File: config.mk
export PLATFORM = sky130hd
export DESIGN_NAME = parallelin_serialout
export DESIGN_NICKNAME = d
export VERILOG_FILES = /design/src/rtl/sr_pkg.sv /design/src/rtl/parallelin_serialout.sv
export SDC_FILE = /design/constraint.sdc
export NUM_CORES = 1
export LEC_CHECK = 0
export BUFFER_PORTS_ARGS = -buffer_cell sky130_fd_sc_hd__buf_2
export CELL_PAD_IN_SITES_DETAIL_PLACEMENT = 0
export CELL_PAD_IN_SITES_GLOBAL_PLACEMENT = 2
export CORE_MARGIN = 4
export CORE_UTILIZATION = 32
export CTS_BUF_LIST = sky130_fd_sc_hd__clkbuf_4 sky130_fd_sc_hd__clkbuf_8
export CTS_CLUSTER_SIZE = 10
export DETAILED_ROUTE_END_ITERATION = 16
export GPL_TIMING_DRIVEN = 0
export PLACE_DENSITY_LB_ADDON = 0.1
export REMOVE_ABC_BUFFERS = 1
export SETUP_SLACK_MARGIN = 0.05
export SLEW_MARGIN = 20
export SYNTH_ARGS = -nofsm -noshare
export SYNTH_HDL_FRONTEND = slang
export SYNTH_SLANG_ARGS = --single-unit
File: constraint.sdc
create_clock -name clk -period 1.9 [get_ports clk]
set_input_delay 0.38 -clock clk [delete_from_list [all_inputs] [get_ports clk]]
set_output_delay 0.38 -clock clk [all_outputs]
set_load 0.1 [all_outputs]
File: src/rtl/sr_pkg.sv
// Shared definitions for the serial-out / serial-in shift register pair.
// Default parallel width and state encoding.
package sr_pkg;

  localparam int SR_WIDTH = 3;

  localparam logic [1:0] ST_IDLE  = 2'd0;
  localparam logic [1:0] ST_SHIFT = 2'd1;
  localparam logic [1:0] ST_GAP   = 2'd2;

  typedef enum logic [1:0] {
    S_IDLE  = ST_IDLE,
    S_SHIFT = ST_SHIFT,
    S_GAP   = ST_GAP
  } state_t;

endpackage

File: src/rtl/parallelin_serialout.sv
// Parallel-in / serial-out stage: takes a word over valid/ready and
// streams it one bit per clock with frame valid and last markers.
module parallelin_serialout
  import sr_pkg::*;
#(
  parameter int WIDTH     = SR_WIDTH,
  parameter int LSB_FIRST = 0,
  parameter int GAP       = 0
) (
  input  logic             clk,
  input  logic             rst,
  input  logic [WIDTH-1:0] din,
  input  logic             din_valid,
  output logic             din_ready,
  output logic             d,
  output logic             d_valid,
  output logic             last,
  output logic             busy
);

  localparam int CW = $clog2(WIDTH);
  localparam logic [CW-1:0] CNT_LAST = CW'(WIDTH - 1);

  state_t           state, state_n;
  logic [WIDTH-1:0] sreg, sreg_n;
  logic [CW-1:0]    cnt, cnt_n;
  logic             load;
  logic             gap_done;
  logic             out_bit_n;

  assign din_ready = !rst && ((state == S_IDLE) ||
                     (GAP == 0 && state == S_SHIFT && cnt == CNT_LAST));
  assign load = din_valid && din_ready;

  always_comb begin
    state_n = state;
    sreg_n  = sreg;
    cnt_n   = cnt;
    unique case (state)
      S_IDLE: begin
      end
      S_SHIFT: begin
        if (cnt == CNT_LAST) begin
          sreg_n  = '0;
          cnt_n   = '0;
          state_n = (GAP == 0) ? S_IDLE : S_GAP;
        end else begin
          sreg_n = (LSB_FIRST != 0) ? (sreg >> 1) : (sreg << 1);
          cnt_n  = cnt + CW'(1);
        end
      end
      S_GAP: begin
        if (gap_done) state_n = S_IDLE;
      end
      default: state_n = S_IDLE;
    endcase
    // A reload on the last bit keeps frames back-to-back.
    if (load) begin
      sreg_n  = din;
      cnt_n   = '0;
      state_n = S_SHIFT;
    end
  end

  assign out_bit_n = (LSB_FIRST != 0) ? sreg_n[0] : sreg_n[WIDTH-1];

  always_ff @(posedge clk or posedge rst) begin
    if (rst) begin
      state   <= S_IDLE;
      sreg    <= '0;
      cnt     <= '0;
      d       <= 1'b0;
      d_valid <= 1'b0;
      last    <= 1'b0;
      busy    <= 1'b0;
    end else begin
      state   <= state_n;
      sreg    <= sreg_n;
      cnt     <= cnt_n;
      d       <= (state_n == S_SHIFT) && out_bit_n;
      d_valid <= (state_n == S_SHIFT);
      last    <= (state_n == S_SHIFT) && (cnt_n == CNT_LAST);
      busy    <= (state_n != S_IDLE);
    end
  end

  if (GAP > 0) begin : g_gap
    localparam int GW = $clog2(GAP + 1);
    logic [GW-1:0] gcnt;

    always_ff @(posedge clk or posedge rst) begin
      if (rst) begin
        gcnt <= '0;
      end else if (state == S_GAP) begin
        gcnt <= gcnt + GW'(1);
      end else begin
        gcnt <= '0;
      end
    end

    assign gap_done = (gcnt == GW'(GAP - 1));
  end else begin : g_nogap
    assign gap_done = 1'b1;
  end

endmodule

# After elaboration in Yosys (flattened, before gate mapping)

Cells that the tools add are included.

Bits in registers: 11
Output and inout port bits: 5

$add $sub $neg: 1
Equal/unequal tests: 4
Multiplexer cells: 9
Reduce and logical (&&, ||, !) cells: 10

Operators by type and width:

| kind                                                             | number |
|---|---|
| 2-bit two-way mux                                                | 5 |
| 3-bit two-way mux                                                | 3 |
| 1-bit logical AND                                                | 5 |
| 2-bit by 1-bit == test with 1-bit output (second input constant) | 2 |
| 2-bit == test (second input constant)                            | 2 |
| 2-bit case mux with 2 select lines                               | 1 |
| 2-bit nonzero test                                               | 2 |
| 2-bit by 1-bit adder with 2-bit output (second input constant)   | 1 |
| 2-bit zero test                                                  | 1 |
| 1-bit zero test                                                  | 1 |
| 1-bit logical OR                                                 | 1 |

# Depth between registers and ports, before layout

Gate-level depths: netlist (run 1).

Depth in word-level cells: 8
Depth in mapped cells: 4
Depth with buffers taken out: 3

# Least setup slack after synthesis (run 1)

OpenSTA, ideal clock, no wires.

Kind: register to output
Start point: register state[1]
End point: output din_ready
Arrival time: 2079 ps
Setup slack: -559 ps
Cell stages (with the launch flop): 3
Path through: dfrtp_1 > or2_4 > a21oi_1

Longest elaborated chain between the ends: 4

Ends and longest elaborated chain:

| what                                     | RTL line                   | RTL |
|---|---|---|
| from (decl)                              | parallelin_serialout.sv:24 | `state_t state, state_n;` |
| from (signal assigned)                   | parallelin_serialout.sv:77 | `state <= state_n;` |
| 2-bit by 1-bit == test with 1-bit output | parallelin_serialout.sv:32 | `(GAP == 0 && state == S_SHIFT && cnt == CNT_LAST));` |
| 1-bit logical AND                        | parallelin_serialout.sv:32 |  |
| 1-bit logical OR *                       | parallelin_serialout.sv:31 | `assign din_ready = !rst && ((state == S_IDLE) \|\|` |
| 1-bit logical AND *                      | parallelin_serialout.sv:31 |  |
| to (decl)                                | parallelin_serialout.sv:14 | `output logic din_ready,` |

Every way passes the cells marked *; elsewhere a longest branch is shown, timed or not.

# Worst setup path after layout (run 1)

Same ends and word-level chain as after synthesis.

==> reports/results.txt, run 1 <==
The run finished with clean final reports. For the number of endpoints with negative hold slack in the final report, the log shows 0. The post-route netlist has 30.8% of its cells at a drive strength greater than 1. For the data arrival time of the worst path, the log shows 1.32 ns. The standard-cell row count is 12.

The signed area change from the synthesized netlist to the final layout works out to 22.3%. The area share of the largest cell type after synthesis came out at 58.7%. Number of buffers and inverters on the critical path: 1.

In the final timing run, aggregate negative setup slack is 0 ns. For this configuration, the core starts out at a cell density of 36.0%. The HPWL after detailed placement is 565 um.

The critical path is of the register to output pin type. The tools report the antenna diode count as 0. The worst path needs 1.70 ns of the cycle, external delays included.

The detailed-route via count was 307; the average footprint of a synthesized cell was 10.9 um2. The largest delay contributor family on the critical path was flip-flops. Setup violations remaining at the end of the flow were counted as 0.

Counting flops with an async set or reset pin after synthesis yields a share of 100%. The H-tree depth came out at 1. The run gives 0.509 mV as the worst voltage drop across the vdd grid. For the required time of the worst setup path, the log shows 1.52 ns. Library cell with the highest instance count after synthesis: dfrtp_1. The run gives 39 as the number of standard cells after synthesis. The average wire per standard cell came out at 11.3 um. The DRC violations left is 0. Derived from the worst setup path, the maximum achievable clock frequency is 0.589 GHz. The longest clock path from root to sink contains 2 buffers. The clock skew came out at 0.00178 ns.

The worst reg-to-reg setup slack is 0.53 ns, and the maximum net fanout on the critical path is 3. In this run the critical register-to-register path is captured at cnt[1]. Count of routing violations after the opening detailed-route iteration: 6. The wire length of the first global-routing pass was 1.28 mm. In the finished design, the share of the clock period the worst path needs comes to 89.4%.

Global routing used 9.00% of the available tracks. The top flip-flop cell by instance count after synthesis is dfrtp_1. Counting flops with a built-in enable in the synthesized netlist gives 0. Clock transition at the register clock pins on the worst setup and hold paths after CTS: 0.07 ns. The die is 44.5 um tall. The clock net in this run drives a total of 10 sinks.

During synthesis, Yosys emitted a total of 0 warnings. The first TritonRoute pass finished after 4 iterations. At the end of routability-driven placement, the weighted congestion stood at 0.702. By area the synthesized netlist is led by dfrtp_1 59%, nand2_1 6.2%, inv_1 3.5%, nand2b_4 3.2%, buf_6 2.6%. Worst hold-check path type: primary input to async pin.

The synthesized netlist contains 20 unique library cells. The critical path goes through or2_4 > a21oi_1 > buf_4. The synthesized area is 427 um2, and the leakage power figure is 0.292 nW.

The area of the die was 1980 um2. The via count of the first global-routing pass came out at 317. The maximum single-stage delay on the critical path was 0.38 ns; the final number of max-transition violations was 0. The number of cells in the finished layout apart from fillers is 66.

The worst setup path is captured at an output pin. The tools report the number of antenna violations at the first check in global routing as 0. The floorplan step defined a core boundary enclosing 1190 um2. With fillers left out, the area of the finished cells amounts to 522 um2. The tools report the number of nets in the finished design as 59.

After synthesis the netlist holds a flip-flop and latch count of 10. During I/O placement, the number of pins put on the boundary was 11. The pin count of the biggest net entering global routing was 11. The tools report the residual antenna-violating net count after detailed routing as 0. The buffer type at the clock tree root is clkbuf_4.

Sequential cells were found to cover 58.7% of the synthesized design area. The biggest area contributor in the post-synthesis netlist is dfrtp_1. TritonCTS built the clock tree. Power comes to 627 uW. Max-capacitance violation count: 0. Dividing the detail-routed via count by the number of cells gives 4.65. Clock latency on the worst-skew pair, taken at its later pin, is 0.26 ns. The count of cells along the worst register-to-register path works out to 3. Ranked by instance count, the synthesized netlist is headed by 10 x dfrtp_1, 7 x nand2_1, 4 x inv_1.

Hold timing on the final database bottoms out at a slack of 0.0845 ns. The tools report the launch instance of the worst register-to-register path as state[1]. The logs give 0 for the final global-route overflow total and 483 um2 for the post-placement cell area. The count of port buffers added during placement came out at 10. Clock tree synthesis inserted a total of 3 buffers. The slowest stage of the critical path belongs to the cell dfrtp_1. The logs give 746 um for the detailed-route wire length and 62 for the cell count after placement. For this design the ratio of total power to cell area is 1200 nW/um2.

STA classifies the critical path startpoint as a register. Setup repair after global routing left no endpoint under its margin. The die extent in x came out at 44.5 um.
area by class of cell:
type,count,area [um2]
Fill cell,113,664
Sequential cell,10,250
Multi-Input combinational cell,24,150
Timing Repair Buffer,10,52.6
Clock buffer,4,36.3
Tap cell,14,17.5
Inverter,4,15.0
cells by family (layout without fill, tap and decap cells):
group | Yosys count | in the layout | share of synthesized area (%)
simple gates | 15 | 15 | 20.2
flops | 10 | 10 | 58.7
compound gates | 7 | 7 | 11.7
buf+inv | 5 | 18 | 6.16
other cells | 1 | 1 | 0.879
mux | 1 | 1 | 2.35
how the worst max path moves through the flow:
stage              from         to  slack, ns  cells past startpoint
4_1_cts        state[1]  din_ready       0.07                      3
2_1_floorplan  state[1]  din_ready      -0.56                      2
6_report       state[1]  din_ready       0.20                      3
3_3_place_gp        rst  din_ready       0.27                      4
5_1_grt        state[1]  din_ready       0.11                      3
3_5_place_dp        rst  din_ready       0.27                      4
routing by layer:
| layer | vias to the layer above | wire [um] | track usage (%) |
|---|---|---|---|
| li1 | 155 | - | - |
| met1 | 147 | 321 | 9.90 |
| met2 | 5 | 384 | 14.0 |
| met3 | 0 | 40 | 2.85 |
| met4 | 0 | 0 | 7.23 |
| met5 | - | 0 | 0 |
metrics by stage:
stage,setup slack (ns),util [%]
3_5_place_dp,0.273,40.7
3_3_place_gp,0.273,40.7
5_1_grt,0.105,44.0
2_1_floorplan,-0.559,-
6_report,0.202,44.0
4_1_cts,0.0722,43.8
state kept, by name, indices dropped and copies added, names as in the netlist:
signal   cells
state        2
busy         1
d_valid      1
d            1
sreg         2
last         1
cnt          2
layout by cell type (no fill, tap or decap), drive strengths merged, types with 2 or more instances in the layout:
| cell type | synthesis | layout |
|---|---|---|
| buf | 1 | 10 |
| clkbuf | 0 | 4 |
| dfrtp | 10 | 10 |
| inv | 4 | 4 |
| nand2 | 7 | 7 |
| nand2b | 2 | 2 |
| nand3 | 2 | 2 |
what timing repair did:
item | 4_1_cts | 5_1_grt
hold buffers | 0 | 0
setup buffers | 0 | 0
endpoints found under the setup margin | 0 | 1
resized for setup | 0 | 2
power breakdown:
part	switching, mW	total (mW)	internal, mW
clock network	0.0754	0.192	0.116
logic	0.112	0.159	0.0475
registers	0.0266	0.276	0.249
total	0.214	0.627	0.413
Power figures use the tool's default switching activity.
==> run 2, diff against run 1 <==
PLACE_DENSITY = 0.83   (was unset)
PLACE_DENSITY_LB_ADDON = unset   (was 0.1)
==> run 2 against run 1 <==
Compared with the run above: clock-buffer cell count down 1; first-iteration DRC count down 33%; non-clock buffer count unchanged; sequential power about the same; largest power group unchanged; combinational power about the same.
==> reports/results.txt, run 2 (same netlist as run 1, synthesis figures left out) <==
The detailed-route via count was 296 (was 307); the met2 layer usage reported by global route was 12.3% (was 14.0%). The number of endpoints with negative hold slack in the final report is 0 (unchanged), and the required time of the worst setup path is 1.52 ns (about the same). The worst voltage drop across the vdd grid was 0.428 mV (was 0.509 mV); the signed area change from the synthesized netlist to the final layout was 19.1% (was 22.3%).

The average wire per standard cell was 11.0 um (was 11.3 um). The number of cells in the finished layout apart from fillers is 65 (was 66), and the H-tree depth is 1 (unchanged). The detailed-route wire length came out at 717 um (was 746 um). The buffer type at the clock tree root is clkbuf_4 (unchanged). For the sink count of the clock tree, the log shows 10 (unchanged). The count of port buffers added during placement is 10 (unchanged), and the number of clock buffers inserted by TritonCTS is 3 (unchanged). The tools report the cell count after placement as 62 (unchanged). Largest registers in the final layout: cnt x2, sreg x2, state x2 (unchanged).

The critical setup path kind was register to output pin (unchanged). The share of post-route cells with drive strength above 1 was 29.4% (was 30.8%). The most common cell after layout, fill and taps aside was dfrtp_1 (unchanged). The run gives 0.25 ns (was 0.26 ns) as the source-to-sink clock delay at the later pin of the worst-skew pair. The clock transition at the register clock pins on the worst setup and hold paths after CTS works out to 0.06 ns (was 0.07 ns). For the area of the die, the log shows 1980 um2 (unchanged). The die span in y came out at 44.5 um (unchanged).

The run gives 0.579 GHz (was 0.589 GHz) as the fmax. TritonCTS built the clock tree. The run gives 0 ns (unchanged) as the setup TNS. The clock period minus final worst setup slack is 1.73 ns (was 1.70 ns). The tools report the startpoint type of the worst setup path as a register (unchanged). The via-per-instance ratio was 4.55 (was 4.65); the power density over the cells was 1120 nW/um2 (was 1200 nW/um2). Top library cells by usage in the layout, fill and taps aside: 10 x dfrtp_1, 9 x buf_2, 7 x nand2_1 (unchanged). The number of antenna violations at the first check in global routing was 0 (unchanged). The maximum net fanout on the critical path was 3 (unchanged). The final number of max-transition violations is 0 (unchanged), and the die extent in x is 44.5 um (unchanged). The run gives 59 (unchanged) as the number of nets in the finished design. Maximum clock path buffer count: 2 (unchanged). The type of destination of the critical path was an output pin (unchanged). The logs give 1190 um2 (unchanged) for the core area and 11 (unchanged) for the number of top-level design ports.

The fraction of met1 tracks used by global routing is 8.71% (was 9.90%). For the standard-cell row count, the log shows 12 (unchanged). The final global-route overflow total was 0 (unchanged).

The tools report the global-route usage over all layers as 8.35% (was 9.00%). The worst hold-check path type is primary input to async pin (unchanged). The antenna diode count is 0 (unchanged). The tools report the DRC violations left as 0 (unchanged). The weighted congestion reported at the end of routability-driven placement was 0.690 (was 0.702); the count of routing violations after the opening detailed-route iteration was 4 (was 6). The pin count of the biggest net entering global routing is 11 (unchanged), and the final number of setup-violating endpoints is 0 (unchanged). The run gives 0.284 nW (was 0.292 nW) as the leakage power figure. The tools report the clock skew as 0.000434 ns (was 0.00178 ns). Setup repair after global routing left no endpoint under its margin. The run gives 1.35 ns (was 1.32 ns) as the data arrival time of the worst path. Setup fix buffers added after clock tree synthesis: 0 (unchanged).

The met3 global-route usage was 6.50% (was 2.85%). The wire length of the first global-routing pass came out at 1.15 mm (was 1.28 mm). For the residual antenna-violating net count after detailed routing, the log shows 0 (unchanged).

The logs give 0 (unchanged) for the max-capacitance violation count and 558 um (was 565 um) for the estimated wirelength of the detail-placed design. Layer carrying the most global-route usage: met2 (unchanged). The power after layout came out at 569 uW (was 627 uW).

The tools report the post-cts gate resize count as 0 (unchanged). First-pass iteration count of the detailed router: 2 (was 4). The run finished with clean final reports. The tools report the number of buffers inserted for hold repair after clock tree synthesis as 0 (unchanged).

Starting density of the core: 36.0% (unchanged). The final critical-path share of the clock period is 90.8% (was 89.4%), and the final worst hold slack is 0.100 ns (was 0.0845 ns). The via count of the first global-routing pass is 266 (was 317).
-- run 2: changes by cell type in the layout (fill, tap and decap cells not counted) --
| cell | previous run | this run |
|---|---|---|
| buf_4 | 1 | 0 |
| clkbuf_4 | 3 | 4 |
| clkbuf_8 | 1 | 0 |
-- run 2: layout make-up --
type                    count  area (um2)
multi-input cells          24         150
flip-flops and latches     10         250
clock buffers               3        22.5
repair buffers             10        52.6
inverters                   4        15.0
fillers                   123         678
well taps                  14        17.5
-- run 2: routing by layer --
metal  vias to the layer above  routed length (um)
met4                         0                   0
met3                         0                  67
met5                         -                   0
met1                       133                 289
li1                        153                   -
met2                        10                 360
-- run 2: path summary, 6_finish.rpt --
path,endpoint,depth (start not counted),from,slack (ns)
worst max-delay path,din_ready,3,state[1],0.17
worst min-delay path,state[1],2,rst,0.10
worst max register to register,cnt[1],3,state[1],0.52
worst min register to register,d,2,sreg[1],0.52
max in group asynchronous,sreg[1],2,rst,1.53
min in group clk,sreg[0],3,din[0],0.35
-- run 2: per-stage QoR --
stage | util [%] | setup WS (ns) | area [um2]
6_report | 42.8 | 0.174 | 508
5_1_grt | 42.8 | 0.0757 | 508
4_1_cts | 42.6 | 0.0718 | 505
3_5_place_dp | 40.7 | 0.274 | 483
3_3_place_gp | 40.7 | 0.270 | 483
2_1_floorplan | - | -0.559 | 415
-- run 2: critical path: stages (launching register included) --
cell      delay (ns)
dfrtp_1         0.38
or2_4           0.26
a21oi_1         0.11
clkbuf_4        0.34
-- run 2: where the power goes --
| group | switching [mW] | internal [mW] | total [mW] |
|---|---|---|---|
| registers | 0.0258 | 0.250 | 0.276 |
| clock network | 0.0612 | 0.0725 | 0.134 |
| logic | 0.112 | 0.0473 | 0.160 |
